## src/rtl/instruction_fetch.sv

```systemverilog
// Fetch stage of the RV32 core: owns the PC, addresses the combinational
// instruction memory and fills the IF/ID register. Handles stall, flush, redirect, halt and fault.
module instruction_fetch #(
  parameter logic [31:0] RESET_PC   = 32'h0000_0000,
  parameter int          IMEM_WORDS = 1280,
  parameter logic [31:0] NOP        = 32'h0000_0013
) (
  input  logic        clk,
  input  logic        rst_n,
  input  logic        stall,
  input  logic        flush,
  input  logic        redirect_valid,
  input  logic [31:0] redirect_pc,
  output logic [31:0] imem_addr,
  input  logic [31:0] imem_instr,
  output logic        ifid_valid,
  output logic [31:0] ifid_pc,
  output logic [31:0] ifid_instr,
  output logic        halted,
  output logic        fault,
  output logic [31:0] fetch_count
);

  typedef enum logic [1:0] {
    RUN   = 2'd0,
    HALT  = 2'd1,
    FAULT = 2'd2
  } state_t;

  localparam logic [29:0] IMEM_LIMIT = 30'(IMEM_WORDS);

  state_t      state;
  logic [31:0] pc_p0;
  logic        vld_p1;
  logic [31:0] ifid_pc_p1;
  logic [31:0] ifid_instr_p1;
  logic [31:0] count;

  // Stage p0: PC addresses memory combinationally
  assign imem_addr = {2'b00, pc_p0[31:2]};

  always_ff @(posedge clk) begin
    if (!rst_n) begin
      state         <= RUN;
      pc_p0         <= {RESET_PC[31:2], 2'b00};
      vld_p1        <= 1'b0;
      ifid_pc_p1    <= '0;
      ifid_instr_p1 <= NOP;
      count         <= '0;
    end else if (redirect_valid) begin
      state         <= RUN;
      pc_p0         <= {redirect_pc[31:2], 2'b00};
      vld_p1        <= 1'b0;
      ifid_pc_p1    <= '0;
      ifid_instr_p1 <= NOP;
    end else if (state != RUN) begin
      vld_p1        <= 1'b0;
      ifid_pc_p1    <= '0;
      ifid_instr_p1 <= NOP;
    end else if (pc_p0[31:2] >= IMEM_LIMIT) begin
      // Out-of-range PC faults even when stalled; PC stays put for debug.
      state         <= FAULT;
      vld_p1        <= 1'b0;
      ifid_pc_p1    <= '0;
      ifid_instr_p1 <= NOP;
    end else if (stall) begin
      if (flush) begin
        vld_p1        <= 1'b0;
        ifid_pc_p1    <= '0;
        ifid_instr_p1 <= NOP;
      end
    end else if (imem_instr == 32'h0000_0000) begin
      // An unprogrammed word marks the end of the program.
      state         <= HALT;
      vld_p1        <= 1'b0;
      ifid_pc_p1    <= '0;
      ifid_instr_p1 <= NOP;
    end else if (flush) begin
      pc_p0         <= pc_p0 + 32'd4;
      vld_p1        <= 1'b0;
      ifid_pc_p1    <= '0;
      ifid_instr_p1 <= NOP;
    end else begin
      pc_p0         <= pc_p0 + 32'd4;
      vld_p1        <= 1'b1;
      ifid_pc_p1    <= pc_p0;
      ifid_instr_p1 <= imem_instr;
      count         <= count + 32'd1;
    end
  end

  // Stage p1: IF/ID register drives decode
  assign ifid_valid  = vld_p1;
  assign ifid_pc     = ifid_pc_p1;
  assign ifid_instr  = ifid_instr_p1;
  assign halted      = (state == HALT);
  assign fault       = (state == FAULT);
  assign fetch_count = count;

endmodule

```

## config.mk

```make
export PLATFORM = sky130hd
export DESIGN_NAME = instruction_fetch
export DESIGN_NICKNAME = d
export VERILOG_FILES = /design/src/rtl/instruction_fetch.sv
export SDC_FILE = /design/constraint.sdc
export NUM_CORES = 1
export LEC_CHECK = 0
export BUFFER_PORTS_ARGS = -buffer_cell sky130_fd_sc_hd__clkbuf_2
export CAP_MARGIN = 20
export CORE_UTILIZATION = 35
export CTS_BUF_LIST = sky130_fd_sc_hd__clkbuf_8
export CTS_CLUSTER_DIAMETER = 100
export DETAILED_ROUTE_END_ITERATION = 16
export GPL_TIMING_DRIVEN = 0
export PLACE_DENSITY = 0.57
export SLEW_MARGIN = 20
export SYNTH_ARGS = -nofsm -noshare
export SYNTH_HDL_FRONTEND = slang
export SYNTH_SLANG_ARGS = --single-unit
```

## constraint.sdc

```tcl
create_clock -name clk -period 3.6 [get_ports clk]
set_input_delay 0.72 -clock clk [delete_from_list [all_inputs] [get_ports clk]]
set_output_delay 0.72 -clock clk [all_outputs]
set_load 0.05 [all_outputs]
```

Word-level counts from Yosys, hierarchy flattened
Cells that the tools add are included.
Widths: inputs -> output; s select.
{"block": "totals", "latchBits": 0, "out_inout_bits": 131, "elab_cells": 54, "mem_bits_rw": 0, "memories": 0, "rom_bits": 0, "in_bits": 69, "regBits": 131}
{"block": "classes", "add_sub_neg": 2, "mul": 0, "n_bitwise": 7, "n_lt_le_gt_ge": 1, "n_eq_ne": 8, "muxes": 20, "n_div": 0, "shift": 0, "reduce_logical": 9}
{"op": "$mux 32", "count": 13}
{"op": "$add 32x1->32 const B", "count": 1}
{"op": "$add 32x3->32 const B", "count": 1}
{"op": "$logic_not 32->1", "count": 1}
{"op": "$ge 30x11->1 const B", "count": 1}
{"op": "$reduce_and 4->1", "count": 2}
{"op": "$not 1->1", "count": 7}
{"op": "$mux 2", "count": 3}
{"op": "$ne 2x1->1 const B", "count": 3}
{"op": "$ne 2x2->1 const B", "count": 3}
{"op": "$reduce_and 6->1", "count": 1}
{"op": "$mux 1", "count": 4}
{"op": "$reduce_bool 2->1", "count": 2}
{"op": "$reduce_or 4->1", "count": 1}
{"op": "$reduce_and 3->1", "count": 1}
{"op": "$eq 2x1->1 const B", "count": 1}
{"op": "$eq 2x2->1 const B", "count": 1}
{"op": "$reduce_or 2->1", "count": 1}

Longest topological paths before layout
Gate-level depths: netlist of the first run.
{"block": "depth", "depth_word": 6, "depth_mapped": 9, "depth_no_buf": 6}

Worst setup path before layout of the first run
No wires, ideal clock.
{"block": "synth_path", "path_type": "reg2reg", "from": "reg count[2], in the netlist fetch_count[2]", "to": "reg count[26], in the netlist fetch_count[26]", "arrival_time_ps": 2486, "path_buffers": 2, "setup_time_ps": 70, "stages_incl_launch_ff": 8, "slack_ps": 1044, "path_cell_list": "dfxtp_1 > and4_1 > buf_6 > and4_4 > or4b_1 > buf_2 > or4_1 > a21oi_1"}
{"block": "synth_between", "elab_chain_len": 1}
{"item": "start, declared", "line": "37", "source": "logic [31:0] count;"}
{"item": "start signal, assigned", "line": "88", "source": "count <= count + 32'd1;"}
{"item": "$add 32x1->32", "line": "88"}
No other way between the ends.
A chain may end at the register's enable or synchronous reset.

Worst setup path after layout of the first run
{"block": "layout_path", "from": "in imem_instr[11]", "to": "reg count[17], in the netlist fetch_count[17]"}
{"block": "layout_between", "elab_chain_len": 3}
{"item": "start, declared", "line": "15", "source": "input logic [31:0] imem_instr,"}
{"item": "$logic_not 32->1", "line": "72", "source": "end else if (imem_instr == 32'h0000_0000) begin"}
{"item": "$not 1->1 (no line)"}
{"item": "$reduce_and 6->1 (no line)"}
No other way between the ends.

==> results of run 1 <==
## metrics by stage
step                setup slack (ns)  hold WS, ns  instance area, µm²  utilization
global route                   0.441        0.477                7020        0.476
CTS                            0.612        0.472                7020        0.476
floorplan                       1.04        0.492                5400            -
finish                         0.567        0.470                7020        0.476
detailed placement             0.155        0.457                6590        0.446
global placement               0.219        0.447                6590        0.446
## flip-flops by register name, summed over array words and instances, names as in the netlist
name         count
ifid_valid       1
state            2
ifid_pc         30
pc_p0           30
fetch_count     32
ifid_instr      32
## per-layer routing
metal / global-route usage / vias up / routed length (µm)
li1: - / 2668 / -
met2: 0.360 / 213 / 8170
met4: 0.0631 / 0 / 238
met5: 0 / - / 0
met1: 0.283 / 2700 / 7790
met3: 0.0573 / 16 / 1180
## worst max-delay path, delay by kind of cell
family | cells | cell delay (ns)
buffers and inverters | 5 | 1.37
and+or+nand+nor | 2 | 0.80
AOI/OAI and AO/OA | 3 | 0.51
## power breakdown
group	switching [µW]	internal, µW
clock	593	773
sequential	33.1	1430
combinational	221	93.5
## kinds of logic (layout without fill, tap and decap cells)
| kind of cell | after synthesis | in the layout | synth area share |
|---|---|---|---|
| compound gates | 157 | 157 | 0.198 |
| flops | 127 | 127 | 0.472 |
| simple gates | 225 | 225 | 0.223 |
| fa+ha+maj | 3 | 3 | 0.00697 |
| xor+xnor | 5 | 5 | 0.00813 |
| mux | 21 | 21 | 0.0390 |
| buf+inv | 64 | 288 | 0.0511 |
| other cells | 1 | 4 | 0.000697 |
## cell type report
| type | instances | area share |
|---|---|---|
| Tap cell | 184 | 0.0328 |
| Timing Repair Buffer | 192 | 0.137 |
| Multi-Input combinational cell | 415 | 0.367 |
| Clock buffer | 18 | 0.0353 |
| Sequential cell | 127 | 0.362 |
| Inverter | 10 | 0.00534 |
| Clock inverter | 14 | 0.0269 |
| Buffer | 54 | 0.0338 |
## placed cells by master, fill, tap and decap left out, types with 5 or more instances in the layout
cell,n
clkbuf_2,193
dfxtp_1,127
nor2_1,87
a22oi_1,59
a21oi_1,39
clkbuf_1,35
or4_1,28
o31ai_1,27
nand3_1,21
mux2i_1,21
nand2_1,21
clkbuf_8,18
nor4_1,14
o21ai_0,13
nand4_1,10
inv_1,9
buf_2,9
and4_1,7
and3_1,7
nand2b_1,6
nor3_1,5
xnor2_1,5
or3_1,5
## cell usage after synthesis, types with 4 or more instances
cell type and number:
a2111oi_0 4, a211oi_1 4, a21oi_1 39, a22oi_1 59, and3_1 7, and4_1 7, buf_1 4, buf_2 9
buf_4 4, clkbuf_1 35, dfxtp_1 127, inv_1 9, mux2i_1 21, nand2_1 21, nand2b_1 6, nand3_1 21
nand4_1 10, nor2_1 87, nor3_1 5, nor4_1 14, o21ai_0 13, o31ai_1 27, or3_1 5, or4_1 28
xnor2_1 5
## path summary, 6_finish.rpt
path | start | end | cells after the start | slack (ns)
worst max register to register | pc_p0[27]$_SDFFE_PN0P_ | fetch_count[10]$_SDFFE_PN0P_ | 8 | 0.74
worst min-delay path | ifid_valid$_SDFFE_PP0P_ | ifid_valid$_SDFFE_PP0P_ | 2 | 0.47
worst min register to register | ifid_valid$_SDFFE_PP0P_ | ifid_valid$_SDFFE_PP0P_ | 2 | 0.47
worst max-delay path | imem_instr[11] | fetch_count[17]$_SDFFE_PN0P_ | 10 | 0.57
==> out/qor.csv, run 1 <==
metric;value;unit
status;complete, no violations;
hold_viol_final;0;
slew_headroom;0.316;
post-dp-hpwl;12800;µm
die_w;126;µm
synthArstFlopShare;0;
synth_top_flop_cell;dfxtp_1;
drv_cap;0;
grt-ovfl-total;0;
yosys_warnings;0;
nets;889;
power_leakage;0.00277;µW
max_stage_delay;0.52;ns
antenna_found_initial;0;
synth_top_area_share;0.472;
die_h;126;µm
finalSetupTns;0;ns
path_clk_slew;0.08;ns
synth_edf_count;0;
firstDrtPassIters;5;
required;3.96;ns
worstSkewPairLatency;0.44;ns
synthTopCellsByArea;dfxtp_1 47%, a22oi_1 8.2%, nor2_1 6.1%;
multiInputGateArea;0.00258;mm²
rsz0062_at_grt;false;
place_inst;982;
hold_class;reg2reg;
post_cts_buffers;0;
peakVddDrop;0.238;mV
totalWireLength;17400;µm
grt_usage;0.220;
cp_slowest_cell;nor4_1;
min_period_over_period;0.843;
drc;0;
grt_pass1_wl;27600;µm
yosysSeqAreaShare;0.472;
synth_seq_cells;127;
period_needed;3.03;ns
core;0.0148;mm²
cp.arrival;3.40;ns
row_count;44;
syn_area_per_cell;8.93;µm²
synth_area;0.00538;mm²
tritoncts;built;
synth_cell_types;47;
vias;5597;
cts_sinks;127;
die_area;0.0159;mm²
start_util;0.365;
crit_type;in2reg;
drive_gt1_frac;0.295;
netlist_instances;603;
grt_max_degree;17;
antennaDiodeCount;0;
endpoint_kind;register;
slew_violations;0;
finClkSkew;0.0148;ns
cts_buffer_depth;2;
crit_chain;clkbuf_2 > nor4_1 > and4_1 > buf_2 > a211o_1 > clkbuf_1 > buf_2 > clkbuf_1 > o31ai_1 > a21oi_1;
cts-buffers-inserted;17;
wl_per_cell;17.1;µm
ctsHoldBuffers;0;
viasPerCell;5.52;
pin_count;200;
seq_area;0.00254;mm²
p_per_area;447;mW/mm²
final_cells;1014;
finalSetupViolCount;0;
yosysTopAreaCell;dfxtp_1;
area_delta_synth_final;30.4;%
htreeDepth;4;
port_buffers;192;
max_freq;330;MHz
ant_nets;0;
crit_fanout;10;
drtIter0Drc;450;
gp_congestion;0.828;
report.power.total;3140;µW
fillers;1483;
grt_pass1_vias;5374;
tightest_slew;1.02;ns
start_kind;primary input;
cts-root-buf;clkbuf_8;
cts_resized;0;
Note: power is estimated with default switching activity, not from simulation.
==> inputs of run 2 (changes only) <==
--- a/config.mk
+++ b/config.mk
@@ -12,7 +12,7 @@
 export CTS_CLUSTER_DIAMETER = 100
 export DETAILED_ROUTE_END_ITERATION = 16
 export GPL_TIMING_DRIVEN = 0
-export PLACE_DENSITY = 0.57
+export PLACE_DENSITY = 0.59
 export SLEW_MARGIN = 20
 export SYNTH_ARGS = -nofsm -noshare
 export SYNTH_HDL_FRONTEND = slang
==> constraint.sdc (replaced) <==
create_clock -name clk -period 2.5 [get_ports clk]
set_input_delay 0.5 -clock clk [delete_from_list [all_inputs] [get_ports clk]]
set_output_delay 0.5 -clock clk [all_outputs]
set_load 0.05 [all_outputs]
==> run 2 against run 1 <==
Against the previous run: combinational power up 51%; highest routed layer unchanged; critical endpoint is now fetch_count[28]$_SDFFE_PN0P_; sequential cell count unchanged; clock power grew 34%; critical path depth decreased by 3; total power increased by 41%; clock skew is 0.0043 ns lower; via count rose by 0.25%; worst hold slack worse by 0.18 ns; final cell count is 0.89% higher; design area increased by 3.5%.
==> out/qor.csv, run 2 (synthesis gave the netlist of run 1 again) <==
metric;value;unit
die_area;0.0159;mm²
wl_per_cell;16.8;µm
hold_class;in2reg;
use_met1;0.276;
busiest_layer;met2;
firstDrtPassIters;5;
path_clk_slew;0.08;ns
start_util;0.365;
met2_usage;0.348;
required;2.87;ns
peakVddDrop;0.286;mV
drtIter0Drc;292;
layout_commonest_cell;clkbuf_2;
worstSetupStartpoint;pc_p0[30]$_SDFFE_PN0P_;
die_h;126;µm
hold_viol_final;0;
totalWireLength;17200;µm
postLayoutCoreUtil;0.493;
fin_hold_ws;0.294;ns
status;complete, no violations;
htreeDepth;4;
tightest_slew;0.849;ns
viasPerCell;5.48;
crit_fanout;5;
slew_violations;0;
p_per_area;608;mW/mm²
cp.arrival;2.81;ns
critPathTopFamily;simple AND/OR/NAND/NOR gates;
final_cells;1023;
cp_slowest_cell;or4b_4;
cts_sinks;127;
endpoint_kind;register;
use_met3;0.0595;
cts_buffer_depth;2;
crit_chain;nor4_4 > nand4_1 > buf_4 > or4b_4 > buf_6 > or4_4 > a21oi_2;
crit_type;reg2reg;
core;0.0148;mm²
pre_cts_ws;-0.710;ns
grt_usage;0.217;
grt_pass1_vias;5410;
max_stage_delay;0.53;ns
port_buffers;192;
finClkSkew;0.0105;ns
power_leakage;0.00288;µW
min_period_over_period;0.974;
drv_cap;0;
antenna_found_initial;0;
start_kind;register;
die_w;126;µm
grt-ovfl-total;0;
pin_count;200;
place_inst;982;
finalSetupViolCount;0;
ant_nets;0;
reg2reg_from;pc_p0[30]$_SDFFE_PN0P_;
worst_slack;0.0650;ns
tritoncts;built;
nets;898;
vias;5611;
cts-buffers-inserted;17;
antennaDiodeCount;0;
worstSkewPairLatency;0.44;ns
rsz0062_at_grt;true;
period_needed;2.43;ns
row_count;44;
drive_gt1_frac;0.350;
slew_headroom;0.431;
area_delta_synth_final;35.0;%
grt_pass1_wl;27400;µm
cts-root-buf;clkbuf_8;
grt_max_degree;17;
max_freq;411;MHz
final_cell_mix;197 x clkbuf_2, 120 x dfxtp_1, 87 x nor2_1;
worst_hold_startpoint;imem_instr[0];
gp_congestion;0.822;
timing.critical_path.buf_inv;2;
drc;0;
post-dp-hpwl;12600;µm
run 2: cell count changes in the layout (fill, tap and decap cells not counted), sizes merged:
cell | before | now
bufinv | 4 | 3
clkinv | 6 | 5
buf | 18 | 27
clkbuf | 246 | 247
inv | 11 | 12
run 2: stage by stage:
| step | instance area (µm²) | TNS, ns | power [µW] |
|---|---|---|---|
| 5_1_grt | 7270 | -0.188 | 4600 |
| 6_report | 7270 | 0 | 4420 |
| 3_5_place_dp | 6590 | -31.00 | 2600 |
| 2_1_floorplan | 5400 | 0 | 2430 |
| 3_3_place_gp | 6590 | -24.77 | 2590 |
| 4_1_cts | 7060 | 0 | 4450 |
run 2: timing repair:
| item | CTS | global route |
|---|---|---|
| pin swaps | 2 | 24 |
| setup buffers | 1 | 5 |
| hold buffers | 0 | 0 |
| resized for setup | 14 | 46 |
| gates cloned | 0 | 2 |
| endpoints found under the setup margin | 92 | 30 |
run 2: cell type report:
cell class	instances	area, µm²
multi-input cells	415	2740
clock inverters	13	148
well taps	184	230
clock buffers	19	262
fillers	1447	7480
flip-flops and latches	127	2550
plain buffers	54	274
repair buffers	201	1030
inverters	10	37.5
run 2: per-layer routing:
layer  vias up  part of all wire  wire (µm)
met3        25             0.068       1160
li1       2691                 -          -
met2       202              0.47       8130
met5         -                 0          0
met1      2693              0.44       7580
met4         0             0.020        341
run 2: worst min-delay path, stage by stage:
cell and delay, ns:
clkbuf_2 0.09, o22ai_1 0.06, nand2b_1 0.06
run 2: power by group:
group | total [µW] | leakage [µW] | internal (µW) | switching (µW)
logic | 474 | 0.00163 | 151 | 323
registers | 2110 | 0.00103 | 2050 | 51.9
clock network | 1840 | 0.000211 | 1020 | 817
run 2: final timing paths:
kind	end	slack, ns	cells past startpoint
max	fetch_count[28]$_SDFFE_PN0P_	0.07	7
min	ifid_instr[0]$_SDFFE_PP1P_	0.29	3
max reg2reg	fetch_count[28]$_SDFFE_PN0P_	0.07	7
min reg2reg	ifid_valid$_SDFFE_PP0P_	0.47	2
